[config.mk]
export PLATFORM = sky130hd
export DESIGN_NAME = tft_call_arbiter
export DESIGN_NICKNAME = d
export VERILOG_FILES = /design/src/rtl/tft_pkg.sv /design/src/rtl/tft_rr_pick.sv /design/src/rtl/tft_call_arbiter.sv
export SDC_FILE = /design/constraint.sdc
export NUM_CORES = 1
export LEC_CHECK = 0
export CORE_MARGIN = 3
export CORE_UTILIZATION = 43
export DETAILED_ROUTE_END_ITERATION = 10
export GPL_TIMING_DRIVEN = 0
export PLACE_DENSITY_LB_ADDON = 0.25
export SLEW_MARGIN = 30
export SYNTH_ARGS = -nofsm -noshare
export SYNTH_HDL_FRONTEND = slang
export SYNTH_HIERARCHICAL = 1
export SYNTH_SLANG_ARGS = --single-unit
[constraint.sdc]
create_clock -name CLOCK -period 12.16 [get_ports CLOCK]
set_input_delay 2.432 -clock CLOCK [delete_from_list [all_inputs] [get_ports CLOCK]]
set_output_delay 2.432 -clock CLOCK [all_outputs]
set_load 0.01 [all_outputs]
[src/rtl/tft_pkg.sv]
// Shared definitions for the TFT call arbiter and its round-robin picker.
//   - One-hot TFT call commands (init / clear / draw).
//   - Payload field positions inside the 32-bit call data word.
//   - Arbiter FSM state encoding.
// No ports; imported with "import tft_pkg::*;".
package tft_pkg;

  localparam logic [2:0] TFT_CMD_INIT  = 3'b001;
  localparam logic [2:0] TFT_CMD_CLEAR = 3'b010;
  localparam logic [2:0] TFT_CMD_DRAW  = 3'b100;

  // Payload layout: {X[7:0], Y[7:0], colour[15:0]}
  localparam int TFT_X_MSB   = 31;
  localparam int TFT_X_LSB   = 24;
  localparam int TFT_Y_MSB   = 23;
  localparam int TFT_Y_LSB   = 16;
  localparam int TFT_COL_MSB = 15;
  localparam int TFT_COL_LSB = 0;

  // Requester indices are carried on 3 bits (up to 8 requesters).
  localparam int TFT_IDX_W = 3;

  typedef enum logic [1:0] {
    ST_IDLE = 2'd0,
    ST_CALL = 2'd1,
    ST_DONE = 2'd2,
    ST_GAP  = 2'd3
  } tft_state_e;

endpackage

[src/rtl/tft_rr_pick.sv]
// Combinational round-robin picker.
// Scans req_i starting at pointer_i and wrapping at N_REQ; the first set bit
// wins.
//   req_i      in  N_REQ  request vector
//   pointer_i  in  3      highest-priority index (must be < N_REQ)
//   valid_o    out 1      at least one request present
//   index_o    out 3      winning index
module tft_rr_pick
  import tft_pkg::*;
#(
  parameter int N_REQ = 3
) (
  input  logic [N_REQ-1:0]     req_i,
  input  logic [TFT_IDX_W-1:0] pointer_i,
  output logic                 valid_o,
  output logic [TFT_IDX_W-1:0] index_o
);

  logic [7:0] req_ext;
  logic [3:0] pos;

  assign req_ext = 8'(req_i);

  // Walk offsets from farthest to nearest so the nearest set bit is the last
  // assignment and therefore wins.
  always_comb begin
    valid_o = 1'b0;
    index_o = '0;
    pos     = '0;
    for (int i = N_REQ - 1; i >= 0; i--) begin
      pos = {1'b0, pointer_i} + 4'(i);
      if (pos >= 4'(N_REQ)) pos = pos - 4'(N_REQ);
      if (req_ext[pos[2:0]]) begin
        valid_o = 1'b1;
        index_o = pos[2:0];
      end
    end
  end

endmodule

[src/rtl/tft_call_arbiter.sv]
// Shares one TFT base module between N_REQ requesters with round-robin
// arbitration. The winner's command/data are latched, the call is driven
// until the TFT module reports done, then a one-cycle done (and error flag)
// goes back to the winner only.
//   CLOCK, RESET      clock, synchronous active-high reset
//   iReq/iCmd/iData   per-requester request level, one-hot command, payload
//   oDone, oErr       completion pulse to the winner, error pulse alongside
//   oCall/oData/iDone call interface to the TFT base module
//   oBusy             high from grant until the end of the gap cycle
//   oOwner            current/last granted requester
// Optional build macro: TFT_TIMEOUT_EN adds a CALL watchdog of TIMEOUT_CYC
// cycles that ends the call with an error.
//
// state | meaning
// IDLE  | arbitrate among iReq, latch winner
// CALL  | drive oCall until iDone (or watchdog)
// DONE  | one-cycle oDone/oErr to the owner, advance pointer
// GAP   | idle cycle so the released iReq is not re-sampled
module tft_call_arbiter
  import tft_pkg::*;
#(
  parameter int N_REQ       = 3,
  parameter int CMD_W       = 3,
  parameter int DATA_W      = 32,
  parameter int TIMEOUT_CYC = 2_000_000
) (
  input  logic                    CLOCK,
  input  logic                    RESET,
  input  logic [N_REQ-1:0]        iReq,
  input  logic [N_REQ*CMD_W-1:0]  iCmd,
  input  logic [N_REQ*DATA_W-1:0] iData,
  output logic [N_REQ-1:0]        oDone,
  output logic                    oErr,
  output logic [CMD_W-1:0]        oCall,
  output logic [DATA_W-1:0]       oData,
  input  logic                    iDone,
  output logic                    oBusy,
  output logic [2:0]              oOwner
);

  tft_state_e           state_q, state_d;
  logic [TFT_IDX_W-1:0] ptr_q, ptr_d;
  logic [TFT_IDX_W-1:0] owner_q, owner_d;
  logic [CMD_W-1:0]     cmd_q, cmd_d;
  logic [DATA_W-1:0]    data_q, data_d;
  logic                 err_q, err_d;
  logic                 timeout_hit;

  logic                 pick_valid;
  logic [TFT_IDX_W-1:0] pick_idx;
  logic [CMD_W-1:0]     sel_cmd;
  logic [DATA_W-1:0]    sel_data;

  tft_rr_pick #(.N_REQ(N_REQ)) u_pick (
    .req_i     (iReq),
    .pointer_i (ptr_q),
    .valid_o   (pick_valid),
    .index_o   (pick_idx)
  );

  assign sel_cmd  = iCmd[int'(pick_idx)*CMD_W +: CMD_W];
  assign sel_data = iData[int'(pick_idx)*DATA_W +: DATA_W];

`ifdef TFT_TIMEOUT_EN
  // Counts CALL cycles; held at zero outside CALL so it is clear on entry.
  logic [31:0] cnt_q, cnt_d;

  always_comb begin
    cnt_d       = (state_q == ST_CALL) ? cnt_q + 32'd1 : 32'd0;
    timeout_hit = (state_q == ST_CALL) && (cnt_q == 32'(TIMEOUT_CYC - 1));
  end

  always_ff @(posedge CLOCK) begin
    if (RESET) cnt_q <= '0;
    else       cnt_q <= cnt_d;
  end
`else
  assign timeout_hit = 1'b0;
`endif

  always_ff @(posedge CLOCK) begin
    if (RESET) begin
      state_q <= ST_IDLE;
      ptr_q   <= '0;
      owner_q <= '0;
      cmd_q   <= '0;
      data_q  <= '0;
      err_q   <= 1'b0;
    end else begin
      state_q <= state_d;
      ptr_q   <= ptr_d;
      owner_q <= owner_d;
      cmd_q   <= cmd_d;
      data_q  <= data_d;
      err_q   <= err_d;
    end
  end

  always_comb begin
    state_d = state_q;
    ptr_d   = ptr_q;
    owner_d = owner_q;
    cmd_d   = cmd_q;
    data_d  = data_q;
    err_d   = err_q;
    case (state_q)
      ST_IDLE: begin
        if (pick_valid) begin
          owner_d = pick_idx;
          cmd_d   = sel_cmd;
          data_d  = sel_data;
          // A zero or multi-bit command never reaches the TFT module.
          err_d   = !$onehot(sel_cmd);
          state_d = $onehot(sel_cmd) ? ST_CALL : ST_DONE;
        end
      end
      ST_CALL: begin
        if (iDone) begin
          state_d = ST_DONE;
        end else if (timeout_hit) begin
          state_d = ST_DONE;
          err_d   = 1'b1;
        end
      end
      ST_DONE: begin
        ptr_d   = (owner_q == TFT_IDX_W'(N_REQ - 1)) ? '0 : owner_q + 1'b1;
        state_d = ST_GAP;
      end
      default: state_d = ST_IDLE;
    endcase
  end

  always_comb begin
    oCall  = (state_q == ST_CALL) ? cmd_q : '0;
    oErr   = (state_q == ST_DONE) && err_q;
    oBusy  = (state_q != ST_IDLE);
    oData  = data_q;
    oOwner = owner_q;
    oDone  = '0;
    for (int k = 0; k < N_REQ; k++) begin
      oDone[k] = (state_q == ST_DONE) && (owner_q == TFT_IDX_W'(k));
    end
  end

endmodule
# Yosys cells after proc, flatten, opt, wreduce, memory -nomap -nowiden
# Index checks and enable logic that the tools add are counted.
op_classes:
  add_sub_neg: 8
  multipliers: 1
  div_mod_pow: 0
  order_cmp: 6
  n_eq_ne: 7
  shifts: 2
  mux: 21
  bitwise: 0
  reduce_logical: 10
op_table:
  columns: ["cell", "count"]
  rows:
  - ["96-bit by 9-bit variable part select with 32-bit output", 1]
  - ["3-bit 2-to-1 mux", 8]
  - ["3-bit by 4-bit less-than comparator with 1-bit output (second input constant)", 3]
  - ["1-bit binary-select mux with 3-bit select", 3]
  - ["9-bit by 6-bit variable part select with 3-bit output", 1]
  - ["3-bit by 2-bit subtractor with 3-bit output (second input constant)", 3]
  - ["4-bit by 2-bit >= comparator with 1-bit output (second input constant)", 2]
  - ["1-bit 2-to-1 mux", 6]
  - ["2-bit 2-to-1 mux", 3]
  - ["2-bit one-hot mux with 3 select lines", 1]
  - ["3-bit by 2-bit multiplier with 5-bit output (second input constant)", 1]
  - ["3-bit by 1-bit adder with 4-bit output (second input constant)", 1]
  - ["3-bit by 2-bit adder with 4-bit output (second input constant)", 1]
  - ["2-bit by 1-bit equality test with 1-bit output (second input constant)", 2]
  - ["1-bit logical AND", 4]
  - ["2-bit != test (second input constant)", 2]
  - ["2-bit AND reduction", 2]
  - ["3-bit by 1-bit adder with 3-bit output (second input constant)", 1]
  - ["3-bit by 1-bit equality test with 1-bit output (second input constant)", 1]
  - ["3-bit by 2-bit equality test with 1-bit output (second input constant)", 1]
  - ["3-bit by 2-bit >= comparator with 1-bit output (second input constant)", 1]
  - ["3-bit zero test", 1]
  - ["1-bit by 1-bit adder with 2-bit output", 1]
  - ["2-bit by 1-bit adder with 2-bit output", 1]
  - ["other kinds (4)", 4]
totals:
  regBits: 44
  latchBits: 0
  ramBits: 0
  mem_bits_ro: 0
  input_bits: 111
  output_inout_bits: 43
  wordCells: 61
  mem_count: 0

# Longest topological paths before layout
# Gate-level depths: netlist of the first run.
depth:
  depth_word: 16
  mapped_depth: 18
  depth_no_buf: 15

# By module
# Netlist of the first run, hierarchy kept.
by_module_without_submodules:
  columns: ["module", "n_inst", "cells_each", "area_per_inst_um2", "seq_area_each_um2"]
  rows:
  - ["tft_call_arbiter", 1, 266, 2436.1, 880.8]
  - ["tft_rr_pick", 1, 61, 465.4, 0.0]

# Least setup slack after synthesis of the first run
# No wires, ideal clock.
synth_path:
  path_type: "in2reg"
  startpoint: "in iReq[1]"
  endpoint: "reg state_q[0]"
  setup_time_ps: 70
  arrival_time_ps: 5285
  required_ps: 12090
  slack_ps: 6805
  cell_stages: 12
  n_path_buf: 1
  path_cell_list: "nand2_1 > a211oi_1 > o22ai_1 > a21boi_0 > o31ai_1 > buf_6 > mux2_2 > o21ai_1 > fa_1 > nand2b_1 > or4_1 > a21oi_1"
synth_between:
  elab_chain_len: 13
  elab_cells_between_ends: 22
  classes_between: "add/sub: 2; mul: 1; eq/ne: 2; shift: 1; mux: 15; reduce/logical: 1"
synth_rtl:
  columns: ["item", "line", "text"]
  rows:
  - ["start: declaration", "tft_call_arbiter.sv:29", "input logic [N_REQ-1:0] iReq,"]
  - ["1-bit binary-select mux with 3-bit select", "tft_rr_pick.sv:33", "if (req_ext[pos[2:0]]) begin"]
  - ["1-bit 2-to-1 mux (implied by the code)", "tft_rr_pick.sv:33", null]
  - ["3-bit 2-to-1 mux (2 in series)", "tft_rr_pick.sv:33", null]
  - ["3-bit 2-to-1 mux *", "tft_rr_pick.sv:33", null]
  - ["via pick_idx[1]", "tft_call_arbiter.sv:50", "logic [TFT_IDX_W-1:0] pick_idx;"]
  - ["3-bit by 2-bit multiplier with 5-bit output *", "tft_call_arbiter.sv:61", "assign sel_cmd = iCmd[int'(pick_idx)*CMD_W +: CMD_W];"]
  - ["9-bit by 6-bit variable part select with 3-bit output *", "tft_call_arbiter.sv:61", null]
  - ["1-bit by 1-bit adder with 2-bit output (implied by the code)", "tft_call_arbiter.sv:114", "state_d = $onehot(sel_cmd) ? ST_CALL : ST_DONE;"]
  - ["2-bit by 1-bit adder with 2-bit output (implied by the code) *", "tft_call_arbiter.sv:114", null]
  - ["2-bit by 1-bit equality test with 1-bit output *", "tft_call_arbiter.sv:114", null]
  - ["2-bit 2-to-1 mux *", "tft_call_arbiter.sv:114", null]
  - ["2-bit 2-to-1 mux *", "tft_call_arbiter.sv:108", "if (pick_valid) begin"]
  - ["2-bit one-hot mux with 3 select lines *", "tft_call_arbiter.sv:106", "case (state_q)"]
  - ["end signal: assignment", "tft_call_arbiter.sv:90", "state_q <= state_d;"]
  - ["end: declaration", "tft_call_arbiter.sv:41", "tft_state_e state_q, state_d;"]
# The timed path passes the listed nets; every way through them passes the cells marked *. The select of a mux whose other input is x is not followed.
# A chain may end at the register's enable or synchronous reset.

# Worst setup path after layout of the first run
# Ends and elaborated chain as after synthesis.

==> results.txt, run 1 <==
----------------------------------------------------
[Status]
  Result of the run ... completed

[Placed design]
  Post-place instance area ... ~4500 µm²
  Final weighted congestion of routability-driven global placement ... 0.819
  DP Wirelength ... 7010 µm
  DP Worst Slack ... 5.68 ns
  Count of input and output buffers ... 153
  Inst Count DP ... between 500 and 600

[Floorplanning]
  Width of the chip ... 88.1 µm
  Ports ... 154
  Initial core utilization ... about 45%
  Floorplan Core Area ... 6460 µm²
  Number of standard-cell rows in the floorplan ... 29
  Die Area ... 7770 µm²
  Die height ... 88.1 µm

[Power]
  Static leakage ... 0.00173 µW
  Worst IR drop on VDD ... 0.180 mV
  Overall power ... between 1000 and 1500 µW
  Power Density ... ~290 nW/µm²

[Routing]
  Via count ... 2952
  Routed Antenna Nets ... 0
  Via density per instance ... 5.23
  1st-iter DRT viols ... 97
  TritonRoute pass-1 iters ... 4
  Routed Wire Length ... 8600 µm
  Number of DRC violations after detailed routing ... 0
  Per-cell routed wire length ... 15.3 µm

[Synthesis]
  Gate count after technology mapping ... 327
  Synthesized area per cell ... ~9 µm²
  Top cells by instance count after synthesis ... 44 x sky130_fd_sc_hd__dfxtp_1, 44 x sky130_fd_sc_hd__nand2_1, 37 x sky130_fd_sc_hd__mux2i_1, 32 x sky130_fd_sc_hd__a22o_1, 32 x sky130_fd_sc_hd__o21ai_0
  Post-synth ARST share ... 0%
  Library cells used by synthesis ... 49
  Prevailing post-synth register cell ... sky130_fd_sc_hd__dfxtp_1
  Synth warnings ... 6
  Post-synth EDFFs ... 0
  Largest area contributor in the synthesized netlist ... sky130_fd_sc_hd__dfxtp_1
  Leading post-synthesis cells by cell area ... sky130_fd_sc_hd__dfxtp_1 30%, sky130_fd_sc_hd__mux2i_1 13%, sky130_fd_sc_hd__a22o_1 9.7%
  Sequential-to-total area share from yosys stat ... 30.4%
  Post-Syn Nets ... 451
  Post-Syn Area ... between 2000 and 3000 µm²
  Synth Register Bits ... 44
  Top cell type's share of synthesized area ... 30.4%

[Timing]
  Layout Skew ... about 0.0080 ns
  Smallest setup slack after layout ... 5.95 ns
  Count of endpoints failing setup in the final report ... 0
  Clock period minus final worst setup slack ... 6.21 ns
  RSZ-0062 raised after global routing ... no
  Slew at the pin closest to its max-slew limit ... roughly 0.68 ns
  Max-slew headroom at the worst pin ... 54.1%
  Achievable clock frequency ... 161 MHz
  Setup TNS ... 0 ns
  Number of slew-limit violations in the final report ... 0
  Share of the clock period used by the worst path ... about half
  Endpoints failing hold ... 0

[Worst setup path]
  Worst path required time ... 12.39 ns
  Largest fanout on the critical path ... 10
  Critical Path AT ... 6.44 ns
  Category of the worst setup path launch point ... primary input
  Setup Crit Path Kind ... primary input to flip-flop
  Critical path endpoint category ... flip-flop

[Cells and area]
  Final non-filler cell area ... ~4600 µm²
  Area overhead of the layout relative to synthesis ... 58.8%
  Ant. Diodes ... 0
  Final-stage net count ... about 610
  Post-route insts no fill ... 564
  Share of post-route cells with drive strength above 1 ... roughly 7.4%

[CTS]
  Number of instances resized during post-cts repair ... 0
  H-tree level count ... 2
  CTS clk-pin slew, worst paths ... roughly 0.080 ns
  Clk root buf ... sky130_fd_sc_hd__clkbuf_8
  Count of clock tree sinks ... 44
  Buffers inserted by post-CTS timing repair ... 0
  Clock buffers created by TritonCTS ... 5
  Clock buffer depth ... 2
  CTS hold repair buffers ... 0
  Clock network latency to the later pin of the worst-skew pair ... 0.29 ns
  CTS tree ... done

[Global route]
  Total gr overflow ... 0
  Number of global-route vias before repair ... 2933
  Gr usage total ... 21.5%
  Global-route wire length before repair ... 13400 µm
  Antenna violations before repair ... 0
  Maximum number of pins on one net before global-route repair ... 13

[Flow run]
  Count of maximum capacitance violations ... 0

[Min path]
  Class of the tightest hold or removal check ... flip-flop to flip-flop

----------------------------------------------------
-- worst max-delay path: stages --
cell and delay, ns:
sky130_fd_sc_hd__clkdlybuf4s50_1 0.61, sky130_fd_sc_hd__nand2_1 0.11, sky130_fd_sc_hd__a211oi_1 0.27, sky130_fd_sc_hd__o22ai_1 0.14, sky130_fd_sc_hd__a21boi_0 0.20, sky130_fd_sc_hd__o31ai_1 0.65
sky130_fd_sc_hd__buf_6 0.26, sky130_fd_sc_hd__mux2_2 0.35, sky130_fd_sc_hd__o21ai_1 0.22, sky130_fd_sc_hd__fa_1 0.45, sky130_fd_sc_hd__nand2b_1 0.18, sky130_fd_sc_hd__or4_1 0.41
sky130_fd_sc_hd__a21oi_1 0.15
-- cells in the final DEF, fill, tap and decap left out, drive strengths merged, types with 2 or more instances in the layout --
| cell | synthesis | routed |
|---|---|---|
| clkdlybuf4s50 | 0 | 153 |
| mux2 | 4 | 4 |
| dfxtp | 44 | 44 |
| a21boi | 3 | 3 |
| nand3b | 5 | 5 |
| a21oi | 12 | 12 |
| a22o | 32 | 32 |
| o21ai | 38 | 38 |
| inv | 9 | 9 |
| o31ai | 2 | 2 |
| nand2b | 11 | 11 |
| clkbuf | 6 | 12 |
| nand2 | 45 | 45 |
| and2 | 5 | 5 |
| xnor2 | 4 | 4 |
| nor2 | 12 | 12 |
| buf | 18 | 18 |
| mux2i | 37 | 37 |
| a211oi | 4 | 4 |
| ha | 12 | 12 |
| nor3b | 3 | 3 |
| o22ai | 2 | 2 |
| o211ai | 2 | 2 |
-- layer usage --
| layer | GRT usage [%] | routed length (µm) | share of wire [%] |
|---|---|---|---|
| met2 | 37.8 | 4270 | 50 |
| met5 | 0 | 0 | 0 |
| met1 | 25.9 | 3450 | 40 |
| met4 | 5.36 | 171 | 2.0 |
| met3 | 6.11 | 706 | 8.2 |
-- final timing paths --
path	from	endpoint	slack [ns]	cells after the start
setup / recovery	iReq[1]	state_q[0]	5.95	13
hold / removal	oData[14]	oData[14]	0.48	1
setup reg to reg	ptr_q[0]	state_q[0]	7.41	16
hold reg to reg	oData[14]	oData[14]	0.48	1
-- sequential cells by signal, indices dropped and copies added, names as in the netlist --
| signal | cells |
|---|---|
| oData | 32 |
| oOwner | 3 |
| cmd_q | 3 |
| state_q | 2 |
| ptr_q | 3 |
| err_q | 1 |
-- final cells by class --
cell class	instances	area, µm²
Buffer	24	191
Clock buffer	6	72.6
Clock inverter	1	5.00
Fill cell	530	1850
Inverter	9	33.8
Multi-Input combinational cell	250	1800
Sequential cell	44	881
Tap cell	77	96.3
Timing Repair Buffer	153	1530
-- report_power, final --
part	internal [µW]	total [µW]	switching (µW)
Clock	39.1	86.3	47.2
Combinational	481	972	491
Sequential	215	265	49.9
Total	735	1320	588
-- kinds of logic (layout without fill, tap and decap cells) --
kind of cell    count (synthesis)  after routing  share of synthesized area [%]
compound gates                100            100                           24.0
simple gates                   90             90                           16.0
flops                          44             44                           30.4
mux                            41             41                           14.3
buf+inv                        33            193                           7.76
fa+ha+maj                      13             13                           5.86
xor+xnor                        5              5                           1.51
other cells                     1              1                          0.129
-- through the flow --
step	utilization (%)	hold WS, ns
global placement	70.1	0.460
finish	71.3	0.482
detailed placement	70.1	0.463
floorplan	-	0.449
CTS	71.3	0.486
global route	71.3	0.495
(Power assumes the default switching activity.)
==> run 2, diff against run 1 <==
--- a/config.mk
+++ b/config.mk
@@ -6,7 +6,7 @@
 export NUM_CORES = 1
 export LEC_CHECK = 0
 export CORE_MARGIN = 3
-export CORE_UTILIZATION = 43
+export CORE_UTILIZATION = 40
 export DETAILED_ROUTE_END_ITERATION = 10
 export GPL_TIMING_DRIVEN = 0
 export PLACE_DENSITY_LB_ADDON = 0.25
==> constraint.sdc (replaced) <==
create_clock -name CLOCK -period 6.3 [get_ports CLOCK]
set_input_delay 1.26 -clock CLOCK [delete_from_list [all_inputs] [get_ports CLOCK]]
set_output_delay 1.26 -clock CLOCK [all_outputs]
set_load 0.01 [all_outputs]
==> run 2 against run 1 <==
  * Sequential share of layout area down 0.16 points
  * Flip-flop and latch count unchanged
  * Design area up 0.87%
  * Count of clock-buffer cells in the layout up 1
  * Global-route usage down 0.89 points
  * Non-clock buffer count unchanged
  * Worst setup slack worse by 4.7 ns
  * Hold slack better by 0.00097 ns
  * Clock skew up 0.0080 ns
  * Total power up 95%
  * Critical path type unchanged
  * Highest routed layer unchanged
==> results.txt, run 2 (synthesis results as in run 1) <==
----------------------------------------------------
[Power]
  Power Density ... 555 nW/µm²
  Comb pwr share ... 73.2%
  Static leakage ... 0.00174 µW
  Switching portion of total power ... 44.5%
  Share of power burned in registers ... around a fifth
  Clock network fraction of design power ... around 7.2%
  Internal power consumption ... approximately 1400 µW
  Overall power ... around 2600 µW
  Worst IR drop on VDD ... between 0.2 and 0.3 mV
  Net load switching power ... roughly 1100 µW

[Timing]
  Layout Skew ... approximately 0.016 ns
  Setup TNS ... 0 ns
  Clock period minus final worst setup slack ... 5.04 ns
  Number of slew-limit violations in the final report ... 0
  Hold slack ... 0.483 ns
  Count of endpoints failing setup in the final report ... 0
  Slew at the pin closest to its max-slew limit ... 0.765 ns
  Max-slew headroom at the worst pin ... around half
  Achievable clock frequency ... 198 MHz
  Share of the clock period used by the worst path ... ~80%
  RSZ-0062 raised after global routing ... no
  Endpoints failing hold ... 0

[CTS]
  Clk root buf ... sky130_fd_sc_hd__clkbuf_8
  H-tree level count ... 2
  Clock buffers created by TritonCTS ... 5
  Clock buffer depth ... 2
  Buffers inserted by post-CTS timing repair ... 0
  CTS hold repair buffers ... 0
  Number of instances resized during post-cts repair ... 0
  CTS clk-pin slew, worst paths ... 0.09 ns
  Count of clock tree sinks ... 44
  Clock network latency to the later pin of the worst-skew pair ... approximately 0.3 ns
  CTS tree ... done

[Cells and area]
  Post-route insts no fill ... 584
  Final-stage net count ... 611
  Share of post-route cells with drive strength above 1 ... 7.58%
  Most frequent cells in the layout ... 153 x sky130_fd_sc_hd__clkdlybuf4s50_1, 44 x sky130_fd_sc_hd__nand2_1, 44 x sky130_fd_sc_hd__dfxtp_1, 37 x sky130_fd_sc_hd__mux2i_1
  Ant. Diodes ... 0
  Most common library cell in the layout ignoring fill and taps ... sky130_fd_sc_hd__clkdlybuf4s50_1
  Area overhead of the layout relative to synthesis ... 60.2%
  Max FFs per register ... 32

[Routing]
  Per-cell routed wire length ... around 15 µm
  Routed Wire Length ... 8770 µm
  1st-iter DRT viols ... 70
  Number of DRC violations after detailed routing ... 0
  Routed Antenna Nets ... 0
  Via density per instance ... 5.05
  TritonRoute pass-1 iters ... 4
  Via count ... 2951

[Flow run]
  Count of maximum capacitance violations ... 0

[Placed design]
  Inst Count DP ... between 500 and 600
  Final weighted congestion of routability-driven global placement ... 0.770
  DP Wirelength ... just over 7000 µm
  Count of input and output buffers ... 153

[Min path]
  Class of the tightest hold or removal check ... flip-flop to flip-flop

[Global route]
  Gr usage total ... 20.6%
  Antenna violations before repair ... 0
  Total gr overflow ... 0
  Number of global-route vias before repair ... 2900
  Maximum number of pins on one net before global-route repair ... 14
  Global-route wire length before repair ... 14200 µm

[Worst setup path]
  Minimum setup slack among reg-to-reg paths ... 1.52 ns
  Setup Crit Path Kind ... primary input to flip-flop
  Category of the worst setup path launch point ... primary input
  Endpoint of the most critical setup path ... state_q[0]
  Critical path endpoint category ... flip-flop
  Critical Path AT ... 5.27 ns
  Worst path required time ... ~6.5 ns
  End of the worst register-to-register path ... state_q[0]
  Critical path origin ... iReq[1]
  R2R depth ... 16
  Worst R2R Start ... ptr_q[0]
  Largest fanout on the critical path ... 10

[Floorplanning]
  Number of standard-cell rows in the floorplan ... 30
  Width of the chip ... about 91 µm
  Ports ... about 150
  Floorplan Core Area ... 6910 µm²
  Die Area ... about 8300 µm²
  Die height ... 91.2 µm
  Initial core utilization ... between 40 and 50%

[Status]
  Result of the run ... completed

----------------------------------------------------
## run 2: cell types whose count changed in the layout (fill, tap and decap cells not counted), sizes merged
cell      before  now
clkbuf        12   13
clkinv         1    0
clkinvlp       0    1
## run 2: power groups by stage
stage          combinational [µW]  clock, µW  sequential, µW
6_report                     1890        185             506
3_5_place_dp                 1890          0             511
4_1_cts                      1900        189             505
5_1_grt                      2060        201             526
2_1_floorplan                1240          0             550
3_3_place_gp                 1860          0             505
## run 2: area by class of cell
cell class	instances	area [µm²]
buffer	24	191
clock buffer	7	86.3
clock inverter	1	7.51
fill	580	2260
inverter	9	33.8
multi-input combinational	250	1800
sequential	44	881
tap	96	120
timing repair buffer	153	1530
## run 2: how the worst min path moves through the flow
stage	startpoint	endpoint	slack (ns)	cells past startpoint
floorplan	cmd_q[0]	cmd_q[0]	0.45	2
global placement	oData[18]	oData[18]	0.46	1
detailed placement	oData[13]	oData[13]	0.46	1
CTS	oData[13]	oData[13]	0.49	1
global route	oData[17]	oData[17]	0.50	1
finish	oData[31]	oData[31]	0.48	1
## run 2: metrics by stage
stage               worst slack [ns]  cell area (µm²)  utilization, %
global route                    1.06             4650            67.3
floorplan                       2.12             2900               -
finish                          1.26             4650            67.3
CTS                             1.27             4650            67.3
detailed placement             0.992             4550            65.9
global placement                1.05             4550            65.9
## run 2: per-layer routing
metal,vias to the layer above,share of wire (%),GRT usage (%)
li1,1489,-,-
met5,-,0,0
met1,1353,43,24.5
met4,0,1.7,5.65
met3,11,7.8,6.63
met2,98,48,35.6
## run 2: worst max-delay path: stages
cell                              delay [ns]
sky130_fd_sc_hd__clkdlybuf4s50_1        0.60
sky130_fd_sc_hd__nand2_1                0.12
sky130_fd_sc_hd__a211oi_1               0.23
sky130_fd_sc_hd__o22ai_1                0.15
sky130_fd_sc_hd__a21boi_0               0.19
sky130_fd_sc_hd__o31ai_1                0.70
sky130_fd_sc_hd__buf_6                  0.26
sky130_fd_sc_hd__mux2_2                 0.35
sky130_fd_sc_hd__o21ai_1                0.20
sky130_fd_sc_hd__fa_1                   0.45
sky130_fd_sc_hd__nand2b_1               0.18
sky130_fd_sc_hd__or4_1                  0.41
sky130_fd_sc_hd__a21oi_1                0.16
